--- src/rtl/rv32_inst_encoder.sv ---
// -----------------------------------------------------------------------------
// rv32_inst_encoder
//
// Purpose:
//   Inverse of the core's instruction decoder. Takes decoded fields
//   (instruction ID, rd, rs1, rs2, sign-extended immediate) and produces the
//   32-bit RV32I instruction word. Each emitted word carries an
//   auto-incrementing word address, so a bench or boot loader can stream a
//   program straight into instruction memory.
//
//   Supported subset: ADDI, ADD, LUI, BNE, JAL, LW, SW.
//
// Structure:
//   The encoder is combinational from the request fields. The encoded word is
//   captured, together with its address tag, directly into a 2-entry output
//   FIFO. That FIFO write is the registered encode stage: a request accepted
//   on one edge is visible at the FIFO head right after that edge.
//
// Ports:
//   clk        in   1       rising-edge clock
//   rst_n      in   1       asynchronous active-low reset
//   hold       in   1       stall request acceptance (FIFO keeps draining)
//   in_valid   in   1       request valid
//   in_ready   out  1       request accepted when in_valid && in_ready
//   in_instID  in   `InstIDDepth  instruction ID (`ID_ADDI ... `ID_SW)
//   in_rd      in   5       destination register
//   in_rs1     in   5       source register 1
//   in_rs2     in   5       source register 2
//   in_imm     in   32      sign-extended immediate (byte offset for BNE/JAL,
//                           full upper value for LUI)
//   out_valid  out  1       FIFO head valid
//   out_ready  in   1       consumer pops the head when out_valid && out_ready
//   out_inst   out  32      encoded instruction word at the FIFO head
//   out_addr   out  ADDR_W  word address of out_inst
//   error      out  1       sticky illegal-request flag, cleared only by reset
//
// Parameters:
//   ADDR_W     width of the word-address counter (wraps silently)
//   BASE_ADDR  address given to the first word emitted after reset
//
// Build option:
//   ENCODER_RANGE_CHECK_EN  when defined, immediates that do not fit their
//   instruction field are flagged as illegal instead of being truncated.
//
// Handshake semantics (both sides):
//   A transfer happens on a rising edge where valid && ready are both high.
//   valid never depends on ready. A producer holding valid keeps its payload
//   stable until the transfer; the output payload is stable while
//   out_valid && !out_ready.
// -----------------------------------------------------------------------------

// Instruction IDs and encoding constants shared with the core's decoder.
// Guarded so that a project-wide defines file takes precedence.
`ifndef InstIDDepth
`define InstIDDepth 4
`endif
`ifndef ID_ADDI
`define ID_ADDI 4'd0
`endif
`ifndef ID_ADD
`define ID_ADD 4'd1
`endif
`ifndef ID_LUI
`define ID_LUI 4'd2
`endif
`ifndef ID_BNE
`define ID_BNE 4'd3
`endif
`ifndef ID_JAL
`define ID_JAL 4'd4
`endif
`ifndef ID_LW
`define ID_LW 4'd5
`endif
`ifndef ID_SW
`define ID_SW 4'd6
`endif
`ifndef OPC_OP_IMM
`define OPC_OP_IMM 7'b0010011
`endif
`ifndef OPC_OP
`define OPC_OP 7'b0110011
`endif
`ifndef OPC_LUI
`define OPC_LUI 7'b0110111
`endif
`ifndef OPC_BRANCH
`define OPC_BRANCH 7'b1100011
`endif
`ifndef OPC_JAL
`define OPC_JAL 7'b1101111
`endif
`ifndef OPC_LOAD
`define OPC_LOAD 7'b0000011
`endif
`ifndef OPC_STORE
`define OPC_STORE 7'b0100011
`endif
`ifndef F3_ADDI
`define F3_ADDI 3'b000
`endif
`ifndef F3_ADD
`define F3_ADD 3'b000
`endif
`ifndef F3_BNE
`define F3_BNE 3'b001
`endif
`ifndef F3_LW
`define F3_LW 3'b010
`endif
`ifndef F3_SW
`define F3_SW 3'b010
`endif

module rv32_inst_encoder #(
    parameter int ADDR_W    = 10,
    parameter int BASE_ADDR = 0
) (
    input  logic                    clk,
    input  logic                    rst_n,
    input  logic                    hold,
    input  logic                    in_valid,
    output logic                    in_ready,
    input  logic [`InstIDDepth-1:0] in_instID,
    input  logic [4:0]              in_rd,
    input  logic [4:0]              in_rs1,
    input  logic [4:0]              in_rs2,
    input  logic [31:0]             in_imm,
    output logic                    out_valid,
    input  logic                    out_ready,
    output logic [31:0]             out_inst,
    output logic [ADDR_W-1:0]       out_addr,
    output logic                    error
);

    localparam logic [ADDR_W-1:0] LP_BASE = ADDR_W'(BASE_ADDR);
    localparam logic [1:0]        LP_DEPTH = 2'd2;

    // -------------------------------------------------------------------------
    // State
    // -------------------------------------------------------------------------
    logic [1:0]        r_count;
    logic              r_wr_ptr;
    logic              r_rd_ptr;
    logic [31:0]       r_mem_inst [2];
    logic [ADDR_W-1:0] r_mem_addr [2];
    logic [ADDR_W-1:0] r_addr;
    logic              r_error;

    // -------------------------------------------------------------------------
    // Combinational signals
    // -------------------------------------------------------------------------
    logic        w_accept;
    logic        w_push;
    logic        w_pop;
    logic        w_known_id;
    logic        w_range_ok;
    logic        w_legal;
    logic [31:0] w_inst;

    // -------------------------------------------------------------------------
    // Request side
    // -------------------------------------------------------------------------
    // Gating with rst_n keeps in_ready low for the whole reset interval even
    // though the FIFO count already reads zero.
    assign in_ready = rst_n && !hold && (r_count < LP_DEPTH);
    assign w_accept = in_valid && in_ready;

    // An illegal request still completes its handshake but never reaches the
    // FIFO and does not consume an address.
    assign w_legal  = w_known_id && w_range_ok;
    assign w_push   = w_accept && w_legal;

    // -------------------------------------------------------------------------
    // Encoder
    // -------------------------------------------------------------------------
    always_comb begin
        w_inst     = 32'd0;
        w_known_id = 1'b1;
        case (in_instID)
            `ID_ADDI: w_inst = {in_imm[11:0], in_rs1, `F3_ADDI, in_rd, `OPC_OP_IMM};
            `ID_ADD:  w_inst = {7'b0000000, in_rs2, in_rs1, `F3_ADD, in_rd, `OPC_OP};
            `ID_LUI:  w_inst = {in_imm[31:12], in_rd, `OPC_LUI};
            // B-type scatters the even byte offset; bit 0 is implied zero.
            `ID_BNE:  w_inst = {in_imm[12], in_imm[10:5], in_rs2, in_rs1, `F3_BNE,
                                in_imm[4:1], in_imm[11], `OPC_BRANCH};
            // J-type likewise drops bit 0 of the offset.
            `ID_JAL:  w_inst = {in_imm[20], in_imm[10:1], in_imm[11], in_imm[19:12],
                                in_rd, `OPC_JAL};
            `ID_LW:   w_inst = {in_imm[11:0], in_rs1, `F3_LW, in_rd, `OPC_LOAD};
            `ID_SW:   w_inst = {in_imm[11:5], in_rs2, in_rs1, `F3_SW, in_imm[4:0],
                                `OPC_STORE};
            default:  w_known_id = 1'b0;
        endcase
    end

    // -------------------------------------------------------------------------
    // Immediate range check
    // -------------------------------------------------------------------------
`ifdef ENCODER_RANGE_CHECK_EN
    // A value fits an N-bit signed field when every bit above the field's
    // sign bit equals that sign bit, i.e. the slice is all zeros or all ones.
    logic w_fit12;
    logic w_fit13;
    logic w_fit21;

    assign w_fit12 = (&in_imm[31:11]) || !(|in_imm[31:11]);
    assign w_fit13 = (&in_imm[31:12]) || !(|in_imm[31:12]);
    assign w_fit21 = (&in_imm[31:20]) || !(|in_imm[31:20]);

    always_comb begin
        w_range_ok = 1'b1;
        case (in_instID)
            `ID_ADDI, `ID_LW, `ID_SW: w_range_ok = w_fit12;
            `ID_BNE:                  w_range_ok = w_fit13 && !in_imm[0];
            `ID_JAL:                  w_range_ok = w_fit21 && !in_imm[0];
            `ID_LUI:                  w_range_ok = (in_imm[11:0] == 12'd0);
            default:                  w_range_ok = 1'b1;
        endcase
    end
`else
    // Immediates are truncated to their field width by the encoder.
    assign w_range_ok = 1'b1;
`endif

    // -------------------------------------------------------------------------
    // Output FIFO (2 entries) and address counter
    // -------------------------------------------------------------------------
    assign w_pop     = (r_count != 2'd0) && out_ready;
    assign out_valid = (r_count != 2'd0);
    assign out_inst  = r_mem_inst[r_rd_ptr];
    assign out_addr  = r_mem_addr[r_rd_ptr];
    assign error     = r_error;

    always_ff @(posedge clk or negedge rst_n) begin
        if (!rst_n) begin
            r_mem_inst[0] <= 32'd0;
            r_mem_inst[1] <= 32'd0;
            r_mem_addr[0] <= '0;
            r_mem_addr[1] <= '0;
            r_wr_ptr      <= 1'b0;
            r_addr        <= LP_BASE;
        end else if (w_push) begin
            r_mem_inst[r_wr_ptr] <= w_inst;
            r_mem_addr[r_wr_ptr] <= r_addr;
            r_wr_ptr             <= ~r_wr_ptr;
            // Wrap from all-ones back to zero is intentional.
            r_addr               <= r_addr + ADDR_W'(1);
        end
    end

    always_ff @(posedge clk or negedge rst_n) begin
        if (!rst_n) begin
            r_rd_ptr <= 1'b0;
        end else if (w_pop) begin
            r_rd_ptr <= ~r_rd_ptr;
        end
    end

    // Simultaneous push and pop leaves the occupancy unchanged; the pointer
    // updates above move the new word to the head.
    always_ff @(posedge clk or negedge rst_n) begin
        if (!rst_n) begin
            r_count <= 2'd0;
        end else begin
            case ({w_push, w_pop})
                2'b10:   r_count <= r_count + 2'd1;
                2'b01:   r_count <= r_count - 2'd1;
                default: r_count <= r_count;
            endcase
        end
    end

    always_ff @(posedge clk or negedge rst_n) begin
        if (!rst_n) begin
            r_error <= 1'b0;
        end else if (w_accept && !w_legal) begin
            r_error <= 1'b1;
        end
    end

endmodule

--- config.mk ---
export PLATFORM = sky130hd
export DESIGN_NAME = rv32_inst_encoder
export DESIGN_NICKNAME = d
export VERILOG_FILES = /design/src/rtl/rv32_inst_encoder.sv
export SDC_FILE = /design/constraint.sdc
export NUM_CORES = 1
export LEC_CHECK = 0
export CAP_MARGIN = 25
export CORE_MARGIN = 8
export CORE_UTILIZATION = 48
export CTS_BUF_LIST = sky130_fd_sc_hd__clkbuf_4
export CTS_CLUSTER_SIZE = 8
export DETAILED_ROUTE_END_ITERATION = 7
export PLACE_DENSITY = 0.83
export SYNTH_ARGS = -nofsm -noshare
export SYNTH_HDL_FRONTEND = slang
export SYNTH_SLANG_ARGS = --single-unit
--- constraint.sdc ---
create_clock -name clk -period 1.93 [get_ports clk]
set_clock_uncertainty 0.15 [all_clocks]
set_input_delay 0.386 -clock clk [delete_from_list [all_inputs] [get_ports clk]]
set_output_delay 0.386 -clock clk [all_outputs]
set_load 0.03 [all_outputs]
==> results <==
- The mean area per synthesized cell is 11.7 um2.
- The ratio of cells with drive above 1 in the final layout is 0.424.
- The number of warning messages in the yosys log is 0.
- In this run the critical register-to-register path is launched from r_count[1]$_DFFE_PN0P_.
- The checks that failed: setup timing.
- The maximum level of the CTS H-tree is 3.
- The routed wire length is 13500 um.
- Static timing analysis puts the maximum clock frequency at 0.449 GHz.
- The max-capacitance violation count is 0.
- Counting distinct cell types in the post-synthesis netlist gives 51.
- The number of clock sinks is 97.
- In the global route stage, overall resource usage came out at 0.194.
- In this run, synthesis produced a sequential element count of 97.
- The post-detailed-route via-to-cell ratio is 5.40.
- The count of fill cells added during filler insertion is 678.
- The routed via count is 3847.
- The net count reported at finish is 629.
- The floorplan has 37 rows.
- The tree is rooted in a sky130_fd_sc_hd__clkbuf_4.
- The source-to-sink clock delay at the later pin of the worst-skew pair is 0.43 ns.
- The die is 117 um tall.
- The sort of element at the end of the critical path is an output pin.
- After detailed routing, the average wire length per cell comes to 18.9 um.
- The aggregate global routing overflow is 0.
- Once layout is done, the placed cells without fillers occupy 7080 um2.
- The sum of internal, switching and leakage power is 8.07 mW.
- The floorplan step defined a core boundary enclosing 10100 um2.
- The synthesized netlist net count is 476.
- The final weighted congestion in routability-driven placement is 0.863.
- After detailed routing, the number of remaining DRC violations is 0.
- After clock tree synthesis, the clock-pin slew on the worst setup and hold paths is 0.15 ns.
- The maximum number of pins on one net before global-route repair is 98.
- The number of global-route vias before repair was 3963.
- Counting flops with an async set or reset pin after synthesis yields a share of 1.00.
- The share of the Yosys chip area taken by registers is 0.495.
- The number of port buffers is 100.
- The remaining number of nets flagged by the antenna check after routing is 0.
- The footprint of the multi-input gates is 2530 um2.
- The run finished, with violations left.
- The worst-margin pin slew is 0.562 ns.
- The critical path is of the flop to output pin type.
- The first-pass GRT wire length is 20300 um.
- Counting I/O delays and the setup requirement, the final critical path takes 2.23 ns.
- After synthesis the cells add up to 4910 um2.
- VDD sags by at most 0.655 mV.
- Data on the critical path arrives at its endpoint at 1.69 ns.
- The most used flip-flop cell after synthesis is sky130_fd_sc_hd__dfrtp_1.
- Setup violations remaining at the end of the flow were counted as 64.
- The count of final max-slew check failures is 0.
- The placed cell area is 6370 um2.
- The initial antenna violation count came to 1.
- The starting density of the core is 0.484.
- STA classifies the critical path startpoint as a flop.
- In this run the horizontal extent of the chip is 117 um.
- The final-report hold violation count is 0.
- The HPWL after detailed placement is 9090 um.
- The path class of the tightest hold or removal check is flop to flop.
- The leakage component of the power is 3.41 nW.
- The count of routing violations after the opening detailed-route iteration is 167.
- The area of the die is 13700 um2.
- The count of boundary I/O pins is 101.
- In the post-route analysis, the smallest setup slack over all paths is -0.295 ns.
- The critical-path maximum fanout is 8.
- The remaining max-slew budget at the tightest pin is 0.625.
- The number of detailed-routing iterations run before antenna repair is 5.
- The number of instances in the synthesized netlist is 418.
- The number of synthesized flops with an enable pin is 0.
- The TritonCTS clock tree is built.
- Counting along the longest clock path gives a buffer depth of 2.
- In the finished design, the share of the clock period the worst path needs comes to 1.15.
- The power per standard cell area is 1140 nW/um2.
- The area growth from synthesis to layout is 44.4%.
- The startpoint of the most critical setup path is r_rd_ptr$_DFFE_PN0P_.
- Counting the buffers created by CTS gives 9.
- The critical path data required time is 1.39 ns.
- Prior to clock tree synthesis, the placed netlist has a worst setup slack of -0.570 ns.
- Setup repair after global routing could not meet its margin everywhere.
- The startpoint identified for the worst hold timing path is error$_DFFE_PN0P_.
- The sequential cells in the finished layout cover a total of 2430 um2.
==> registers in the layout, indices dropped and copies added (netlist names) <==
name        count
r_count         2
r_mem_inst     62
error           1
r_rd_ptr        1
r_mem_addr     20
r_addr         10
r_wr_ptr        1
==> layer usage <==
layer / part of all wire / up-vias / track usage
li1: - / 1789 / -
met1: 0.41 / 1888 / 0.245
met2: 0.50 / 143 / 0.319
met3: 0.076 / 27 / 0.0477
met4: 0.016 / 0 / 0.0640
met5: 0 / - / 0
==> critical path, cell delays in order, from the launching register on <==
cell	delay, ns
sky130_fd_sc_hd__dfrtp_2	0.50
sky130_fd_sc_hd__buf_12	0.18
sky130_fd_sc_hd__buf_8	0.14
sky130_fd_sc_hd__mux2_4	0.30
sky130_fd_sc_hd__buf_6	0.14
==> worst paths after layout <==
path | end | slack [ns] | cells past startpoint
max | out_addr[2] | -0.30 | 4
min | error$_DFFE_PN0P_ | 0.33 | 1
max reg2reg | r_mem_inst[39]$_DFFE_PN0P_ | -0.06 | 5
min reg2reg | error$_DFFE_PN0P_ | 0.33 | 1
max in group asynchronous | r_rd_ptr$_DFFE_PN0P_ | 0.66 | 4
min in group asynchronous | r_mem_inst[20]$_DFFE_PN0P_ | 0.60 | 4
==> synth_stat cells (5+ instances only) <==
| cell | n | area share |
|---|---|---|
| sky130_fd_sc_hd__clkbuf_1 | 12 | 0.0092 |
| sky130_fd_sc_hd__mux2_2 | 96 | 0.22 |
| sky130_fd_sc_hd__buf_4 | 8 | 0.012 |
| sky130_fd_sc_hd__xnor2_1 | 7 | 0.012 |
| sky130_fd_sc_hd__dfrtp_1 | 97 | 0.49 |
| sky130_fd_sc_hd__o221a_2 | 5 | 0.011 |
| sky130_fd_sc_hd__and2_1 | 8 | 0.010 |
| sky130_fd_sc_hd__a22o_1 | 6 | 0.011 |
| sky130_fd_sc_hd__nand3b_1 | 6 | 0.0092 |
| sky130_fd_sc_hd__nand2_1 | 53 | 0.041 |
| sky130_fd_sc_hd__xor2_1 | 8 | 0.014 |
| sky130_fd_sc_hd__a21oi_1 | 14 | 0.014 |
| sky130_fd_sc_hd__buf_2 | 6 | 0.0061 |
| sky130_fd_sc_hd__nand2b_1 | 11 | 0.014 |
| sky130_fd_sc_hd__nor2_1 | 16 | 0.012 |
| sky130_fd_sc_hd__o21ai_0 | 10 | 0.010 |
==> repair_timing <==
item | in CTS | in global routing
gates cloned | 2 | 2
resized for setup | 226 | 57
endpoints found under the setup margin | 52 | 71
endpoints found under the hold margin | 37 | 0
hold buffers | 1 | 0
setup buffers | 4 | 14
pin swaps | 0 | 4
==> power by group <==
part / internal [mW] / total, mW / switching [mW]
Combinational: 2.20 / 4.04 / 1.85
Clock: 0.394 / 1.09 / 0.700
Sequential: 2.56 / 2.94 / 0.373
==> logic make-up (layout without fill, tap and decap cells) <==
family                   Yosys count  in the layout  share of synthesized area
other                              0              1                          0
buffers and inverters             32            190                     0.0352
AO/OA/AOI/OAI                     57             57                     0.0885
AND/OR/NAND/NOR                  116            116                      0.121
multiplexers                      98             98                      0.225
flip-flops                        97             97                      0.495
XOR/XNOR                          16             16                     0.0301
adder cells (fa/ha/maj)            2              2                    0.00510
==> through the flow <==
| step | util | hold slack [ns] | setup TNS (ns) | std cells |
|---|---|---|---|---|
| 2_1_floorplan | - | -0.0596 | 0 | 418 |
| 3_3_place_gp | 0.628 | 0.297 | -31.98 | 675 |
| 3_5_place_dp | 0.628 | 0.298 | -34.82 | 675 |
| 4_1_cts | 0.669 | 0.334 | -10.94 | 698 |
| 5_1_grt | 0.699 | 0.365 | -14.30 | 713 |
| 6_report | 0.699 | 0.330 | -10.54 | 713 |
==> area by class of cell <==
class / instances / share of cell area
Multi-Input combinational cell: 289 / 0.357
Sequential cell: 97 / 0.343
Timing Repair Buffer: 171 / 0.255
Tap cell: 136 / 0.0240
Clock inverter: 7 / 0.00989
Clock buffer: 9 / 0.00954
Inverter: 3 / 0.00159
Antenna cell: 1 / 0.000353
==> layout by cell type, fill, tap and decap left out, types with 2 or more instances in the layout <==
cell,count
sky130_fd_sc_hd__nor2_1,16
sky130_fd_sc_hd__and2_1,8
sky130_fd_sc_hd__nand2b_1,11
sky130_fd_sc_hd__xnor2_1,7
sky130_fd_sc_hd__nand3_1,4
sky130_fd_sc_hd__clkdlybuf4s50_1,54
sky130_fd_sc_hd__a32oi_1,4
sky130_fd_sc_hd__buf_4,47
sky130_fd_sc_hd__mux2_2,44
sky130_fd_sc_hd__nor2b_1,2
sky130_fd_sc_hd__o41ai_1,2
sky130_fd_sc_hd__buf_6,52
sky130_fd_sc_hd__nand4_1,2
sky130_fd_sc_hd__a221o_1,4
sky130_fd_sc_hd__nor3_1,2
sky130_fd_sc_hd__dfrtp_1,96
sky130_fd_sc_hd__nand2_1,53
sky130_fd_sc_hd__a22o_1,6
sky130_fd_sc_hd__a21oi_1,14
sky130_fd_sc_hd__clkinvlp_4,2
sky130_fd_sc_hd__clkinv_1,2
sky130_fd_sc_hd__nor3b_1,3
sky130_fd_sc_hd__nand3b_1,6
sky130_fd_sc_hd__o221a_2,5
sky130_fd_sc_hd__xor2_1,8
sky130_fd_sc_hd__buf_8,4
sky130_fd_sc_hd__o21ai_0,10
sky130_fd_sc_hd__inv_1,3
sky130_fd_sc_hd__buf_12,11
sky130_fd_sc_hd__mux2_4,53
sky130_fd_sc_hd__clkbuf_4,9
(Power assumes the default switching activity.)
